$ cat config.mk
export PLATFORM = sky130hd
export DESIGN_NAME = saisie_operande_flat
export DESIGN_NICKNAME = d
export VERILOG_FILES = /design/src/rtl/saisie_operande_pkg.sv /design/src/rtl/saisie_operande_if.sv /design/src/rtl/saisie_operande_bcd3_to_bin.sv /design/src/rtl/saisie_operande.sv /design/src/flat_wrapper.sv
export SDC_FILE = /design/constraint.sdc
export NUM_CORES = 1
export LEC_CHECK = 0
export ABC_AREA = 1
export CAP_MARGIN = 20
export CORE_UTILIZATION = 52
export DETAILED_ROUTE_END_ITERATION = 16
export PLACE_DENSITY = 0.84
export SLEW_MARGIN = 25
export SYNTH_ARGS = -nofsm -noshare
export SYNTH_HDL_FRONTEND = slang
export SYNTH_SLANG_ARGS = --single-unit
$ cat constraint.sdc
create_clock -name clk -period 4.6 [get_ports clk]
set_input_delay 1.38 -clock clk [delete_from_list [all_inputs] [get_ports clk]]
set_output_delay 1.38 -clock clk [all_outputs]
set_load 0.03 [all_outputs]
$ cat src/rtl/saisie_operande_pkg.sv
// Shared definitions for the keypad operand-entry controller.
// Contents: key-code constants, FSM state encoding and the largest
// operand value an 8-bit selector input can take.
package saisie_pkg;

    localparam logic [3:0] KEY_ENTER = 4'hA;
    localparam logic [3:0] KEY_CLEAR = 4'hB;
    localparam logic [3:0] KEY_BKSP  = 4'hC;
    localparam logic [3:0] KEY_DMAX  = 4'h9;

    localparam logic [9:0] MAX_VAL   = 10'd255;

    typedef enum logic [1:0] {
        IDLE   = 2'd0,
        ENTRY  = 2'd1,
        COMMIT = 2'd2
    } state_e;

endpackage

$ cat src/rtl/saisie_operande_if.sv
// Key-event / operand bus between the keypad source and the operand-entry
// controller.
//   key_valid, key_code : key events from the keypad (master -> slave)
//   num, okA            : committed operand and its one-cycle load strobe
//   preview, ndig       : display value and digit count of the entry so far
//   err                 : one-cycle pulse for a rejected key
interface saisie_operande_if;
    logic       key_valid;
    logic [3:0] key_code;
    logic [7:0] num;
    logic       okA;
    logic [7:0] preview;
    logic [1:0] ndig;
    logic       err;

    modport master (
        output key_valid, key_code,
        input  num, okA, preview, ndig, err
    );

    modport slave (
        input  key_valid, key_code,
        output num, okA, preview, ndig, err
    );
endinterface

$ cat src/rtl/saisie_operande_bcd3_to_bin.sv
// Combinational conversion of a three-digit BCD stack into binary.
//   d2, d1, d0 : BCD digits, d0 least significant (most recently entered)
//   count      : number of digits held; digits above the count read as 0
//   value      : 10-bit binary value (0..999)
module bcd3_to_bin (
    input  logic [3:0] d2,
    input  logic [3:0] d1,
    input  logic [3:0] d0,
    input  logic [1:0] count,
    output logic [9:0] value
);
    logic [9:0] w2_s;
    logic [9:0] w1_s;
    logic [9:0] w0_s;

    // Mask unheld digits, then weight by 100 and 10 using shift-adds.
    always_comb begin
        w2_s = (count >= 2'd3) ? {6'd0, d2} : 10'd0;
        w1_s = (count >= 2'd2) ? {6'd0, d1} : 10'd0;
        w0_s = (count >= 2'd1) ? {6'd0, d0} : 10'd0;
        value = (w2_s << 6) + (w2_s << 5) + (w2_s << 2)
              + (w1_s << 3) + (w1_s << 1)
              + w0_s;
    end
endmodule

$ cat src/rtl/saisie_operande.sv
// Keypad operand-entry controller for operand selector A.
// Assembles up to MAX_DIGITS decimal digits into an 8-bit operand and, on
// Enter, presents it on num with a one-cycle okA strobe.
//   clk   : system clock, rising edge
//   rst_n : synchronous active-low reset
//   bus   : key events in; num/okA/preview/ndig/err out (all registered
//           or derived from registered state only)
module saisie_operande
    import saisie_pkg::*;
#(
    parameter int MAX_DIGITS = 3
) (
    input  logic              clk,
    input  logic              rst_n,
    saisie_operande_if.slave  bus
);
    localparam logic [1:0] MAX_NDIG = 2'(MAX_DIGITS);

    state_e     state_q, state_d;
    logic [3:0] d2_q, d2_d;
    logic [3:0] d1_q, d1_d;
    logic [3:0] d0_q, d0_d;
    logic [1:0] ndig_q, ndig_d;
    logic [7:0] num_q, num_d;
    logic       oka_q, oka_d;
    logic       err_q, err_d;

    logic [9:0] preview_s;
    logic [9:0] cand_s;
    logic       is_digit_s;

    bcd3_to_bin u_preview (
        .d2    (d2_q),
        .d1    (d1_q),
        .d0    (d0_q),
        .count (ndig_q),
        .value (preview_s)
    );

    // Candidate value if the current key were appended: preview*10 + k.
    always_comb begin
        cand_s     = (preview_s << 3) + (preview_s << 1) + {6'd0, bus.key_code};
        is_digit_s = (bus.key_code <= KEY_DMAX);
    end

    // Next-state logic for the FSM, digit stack and output strobes.
    always_comb begin
        state_d = state_q;
        d2_d    = d2_q;
        d1_d    = d1_q;
        d0_d    = d0_q;
        ndig_d  = ndig_q;
        num_d   = num_q;
        oka_d   = 1'b0;
        err_d   = 1'b0;
        case (state_q)
            // Keys arriving while the strobe is out are dropped.
            COMMIT: begin
                state_d = IDLE;
            end
            IDLE, ENTRY: begin
                if (bus.key_valid) begin
                    if (is_digit_s) begin
                        // ndig check first: with a full stack cand_s can wrap.
                        if ((ndig_q == MAX_NDIG) || (cand_s > MAX_VAL)) begin
                            err_d = 1'b1;
                        end else begin
                            d2_d    = d1_q;
                            d1_d    = d0_q;
                            d0_d    = bus.key_code;
                            ndig_d  = ndig_q + 2'd1;
                            state_d = ENTRY;
                        end
                    end else if (bus.key_code == KEY_ENTER) begin
                        if (state_q == ENTRY) begin
                            num_d   = preview_s[7:0];
                            oka_d   = 1'b1;
                            d2_d    = 4'd0;
                            d1_d    = 4'd0;
                            d0_d    = 4'd0;
                            ndig_d  = 2'd0;
                            state_d = COMMIT;
                        end else begin
                            err_d = 1'b1;
                        end
                    end else if (bus.key_code == KEY_CLEAR) begin
                        d2_d    = 4'd0;
                        d1_d    = 4'd0;
                        d0_d    = 4'd0;
                        ndig_d  = 2'd0;
                        state_d = IDLE;
                    end else if (bus.key_code == KEY_BKSP) begin
                        if (state_q == ENTRY) begin
                            d0_d   = d1_q;
                            d1_d   = d2_q;
                            d2_d   = 4'd0;
                            ndig_d = ndig_q - 2'd1;
                            if (ndig_q == 2'd1) begin
                                state_d = IDLE;
                            end else begin
                                state_d = ENTRY;
                            end
                        end else begin
                            state_d = IDLE;
                        end
                    end else begin
                        state_d = state_q;
                    end
                end else begin
                    state_d = state_q;
                end
            end
            default: begin
                state_d = IDLE;
                d2_d    = 4'd0;
                d1_d    = 4'd0;
                d0_d    = 4'd0;
                ndig_d  = 2'd0;
            end
        endcase
    end

    // State registers with synchronous active-low reset.
    always_ff @(posedge clk) begin
        if (!rst_n) begin
            state_q <= IDLE;
            d2_q    <= 4'd0;
            d1_q    <= 4'd0;
            d0_q    <= 4'd0;
            ndig_q  <= 2'd0;
            num_q   <= 8'd0;
            oka_q   <= 1'b0;
            err_q   <= 1'b0;
        end else begin
            state_q <= state_d;
            d2_q    <= d2_d;
            d1_q    <= d1_d;
            d0_q    <= d0_d;
            ndig_q  <= ndig_d;
            num_q   <= num_d;
            oka_q   <= oka_d;
            err_q   <= err_d;
        end
    end

    assign bus.num     = num_q;
    assign bus.okA     = oka_q;
    assign bus.preview = preview_s[7:0];
    assign bus.ndig    = ndig_q;
    assign bus.err     = err_q;

endmodule

$ cat src/flat_wrapper.sv
// flat-port wrapper written by rule: the top's interface ports become plain ports
module saisie_operande_flat import saisie_pkg::*;
#(
    parameter int MAX_DIGITS = 3
)
  (clk, rst_n, bus_key_valid, bus_key_code, bus_num, bus_okA, bus_preview, bus_ndig, bus_err);
  saisie_operande_if bus_i ();
  input  logic clk;
  input  logic rst_n;
  input wire logic [$bits(bus_i.key_valid)-1:0] bus_key_valid;
  input wire logic [$bits(bus_i.key_code)-1:0] bus_key_code;
  output wire logic [$bits(bus_i.num)-1:0] bus_num;
  output wire logic [$bits(bus_i.okA)-1:0] bus_okA;
  output wire logic [$bits(bus_i.preview)-1:0] bus_preview;
  output wire logic [$bits(bus_i.ndig)-1:0] bus_ndig;
  output wire logic [$bits(bus_i.err)-1:0] bus_err;
  assign bus_i.key_valid = bus_key_valid;
  assign bus_i.key_code = bus_key_code;
  assign bus_num = bus_i.num;
  assign bus_okA = bus_i.okA;
  assign bus_preview = bus_i.preview;
  assign bus_ndig = bus_i.ndig;
  assign bus_err = bus_i.err;
  saisie_operande #(.MAX_DIGITS(MAX_DIGITS)) u_core (.clk(clk), .rst_n(rst_n), .bus(bus_i));
endmodule
==> impl_metrics.py <==
metrics = {
    "synthesis": {
        "synth_common_cells": "69 x nand2_1, 50 x inv_1, 30 x ha_1",
        "synth-edff-count": 0,
        "ys_seq_elements": 26,
        "ys.flop_type": "dfxtp_1",
        "synth_area_leader_cell": "dfxtp_1",
        "synth_top_area_share_pct": 21.5,
        "synth.distinct_cells": 34,
        "synthesis.nets": 381,
        "synth_warnings": 0,
        "synthCells": 335,
        "yosys-top-cells-area": "dfxtp_1 21%, ha_1 15%, nand2_1 11%",
        "netlist_area_um2": 2420,
        "synth_area_per_cell_um2": 7.23,
        "post-synth-top-count-cell": "nand2_1",
        "async_flop_share_pct": 0,
        "ys_seq_area_share_pct": 21.5,
    },
    "power_and_ir_drop": {
        "powerDensity_nw_per_um2": 254,
        "p_total_mw": 0.823,
        "ir_worst_vdd_v": 0.000156,
        "power.leakage_nw": 1.55,
    },
    "drt": {
        "ant_nets": 0,
        "drtIter0Drc": 249,
        "wl_per_cell_um": 16.2,
        "via_per_inst": 5.72,
        "wirelength_um": 6930,
        "num_vias": 2455,
        "post-route-drc-count": 0,
        "dr.pass1.iters": 6,
    },
    "timing": {
        "drv_slew": 0,
        "period_needed_ns": 4.80,
        "worst_pin_slew_ns": 0.742,
        "rsz0062_at_grt": "true",
        "setup_ws_ns": -0.198,
        "setup_viol": 15,
        "finalHoldViolCount": 0,
        "period_share_pct": 104,
        "fin_skew_ns": 0.00376,
        "slew_headroom_pct": 50.4,
        "fmax_mhz": 208,
    },
    "floorplanning": {
        "start_util_pct": 54.9,
        "fp.dieArea_um2": 4940,
        "dieWidth_um": 70.3,
        "coreArea_um2": 4410,
        "die_h_um": 70.3,
        "fp-row-count": 24,
        "ios": 27,
    },
    "clocking": {
        "cts_root_buf": "clkbuf_8",
        "htree_num_levels": 1,
        "cts_tree": "built",
        "clk_path_buf_depth": 2,
        "clkTransAtPathRegs_ns": 0.10,
        "cts_hold_buf": 0,
        "clkSinkCount": 26,
        "clk_latency_ns": 0.28,
        "numCtsBuffers": 3,
    },
    "global_routing": {
        "grt_pass1_vias": 2269,
        "grt_overflow_total": 0,
        "antenna_found_initial": 0,
        "grt_start_max_net_pins": 21,
        "grtUsageTotal_pct": 26.0,
        "grt_pass1_wl_um": 10200,
    },
    "layout": {
        "design_area_um2": 3240,
        "final_cells": 429,
        "final_util_pct": 73.5,
        "diodes": 0,
        "drive_gt1_share_pct": 31.3,
        "fillers": 302,
        "syn_to_final_growth_pct": 33.9,
        "nNetsFinal": 424,
    },
    "placement": {
        "placed_cell_area_um2": 2830,
        "port_buffers": 26,
        "place.gp.congestion": 0.885,
        "dpl.hpwl_um": 4530,
        "placed_cells": 413,
    },
    "worst_hold_path": {
        "hp-class": "reg -> reg",
    },
    "setup_path": {
        "startpoint_type": "flip-flop",
        "path_class": "reg -> out",
        "cp.arrival_ns": 3.42,
        "critPathBufInv": 3,
        "path_cells": "inv_4 -> ha_4 -> nor2_4 -> nor2_4 -> fa_1 -> fa_1 -> ha_2 -> fa_2 -> a21oi_2 -> o21bai_2 -> xor2_2 -> buf_4 -> buf_6",
        "cp_top_family": "adder cells",
        "cp.required_ns": 3.22,
        "slowest_stage": "fa_1",
        "crit_path_end_kind": "primary output",
        "worstPathMaxFanout": 3,
        "cpPeakStageDelay_ns": 0.49,
    },
    "job": {
        "drv_cap": 0,
    },
    "run_status": {
        "status": "finished, violations left",
        "violations": "negative setup slack",
    },
}
## layout by cell type, fill, tap and decap left out, drive strengths merged
cell type,n
nand2,83
inv,51
nor2,35
ha,30
nand3,27
dfxtp,26
a21oi,26
buf,23
clkdlybuf4s50,21
o21ai,20
fa,9
nor3,4
nand4,3
o211ai,3
clkbuf,3
xor2,2
a31oi,2
o21bai,1
clkinv,1
xnor2,1
or2,1
o221ai,1
o22ai,1
a32o,1
bufinv,1
dlymetal6s2s,1
## kinds of logic after synthesis
family | Yosys count | synth area share, %
simple gates | 150 | 29.6
buf+inv | 62 | 11.0
flops | 26 | 21.5
fa+ha+maj | 39 | 22.9
compound gates | 55 | 13.8
xor+xnor | 3 | 1.08
## tightest hold or removal path, delay by kind of cell (launching register included)
kind               cells  cell delay (ns)
AOI/OAI and AO/OA      1             0.06
and+or+nand+nor        1             0.06
DFF                    1             0.32
## area by class of cell
| cell class | count | area, um2 | share of cell area [%] |
|---|---|---|---|
| repair buffers | 45 | 403 | 12.4 |
| clock inverters | 1 | 30.0 | 0.926 |
| flip-flops and latches | 26 | 528 | 16.3 |
| inverters | 52 | 198 | 6.09 |
| multi-input cells | 250 | 1980 | 61.0 |
| well taps | 52 | 65.1 | 2.01 |
| clock buffers | 3 | 41.3 | 1.27 |
## registers in the layout (all words and copies together), names as in the netlist
register / flops
u_core.d1_q: 4
u_core.bus.ndig: 2
u_core.bus.okA: 1
u_core.bus.err: 1
u_core.d2_q: 4
u_core.state_q: 2
u_core.bus.num: 8
u_core.d0_q: 4
## through the flow
stage	hold WS, ns	setup WS [ns]	setup TNS [ns]
after detailed placement	0.464	-0.0634	-0.672
after CTS	0.479	-0.0759	-0.0759
after global placement	0.454	0.0502	0
after floorplan	0.460	-0.187	-2.52
final	0.478	-0.198	-0.932
after global routing	0.498	-0.313	-3.67
## final timing paths
check	startpoint	endpoint	slack (ns)	cells past startpoint
max	u_core.bus.ndig[0]	bus_preview[7]	-0.20	13
min	u_core.bus.num[3]	u_core.bus.num[3]	0.48	2
max reg2reg	u_core.bus.ndig[0]	u_core.d2_q[0]	-0.10	25
min reg2reg	u_core.bus.num[3]	u_core.bus.num[3]	0.48	2
## what timing repair did
| item | 4_1_cts | 5_1_grt |
|---|---|---|
| pin swaps | 10 | 15 |
| setup buffers | 4 | 5 |
| cloned | 3 | 0 |
| endpoints found under the setup margin | 15 | 17 |
| gates resized for setup | 8 | 41 |
## per-layer routing
metal	global-route usage [%]	share of wire, %
met5	0	0
met4	11.3	4.9
met3	4.04	6.4
met2	45.8	50
met1	30.8	39
## power breakdown
group | internal (mW) | switching [mW]
sequential | 0.243 | 0.0197
clock | 0.117 | 0.0832
combinational | 0.144 | 0.216
(Power assumes the default switching activity.)
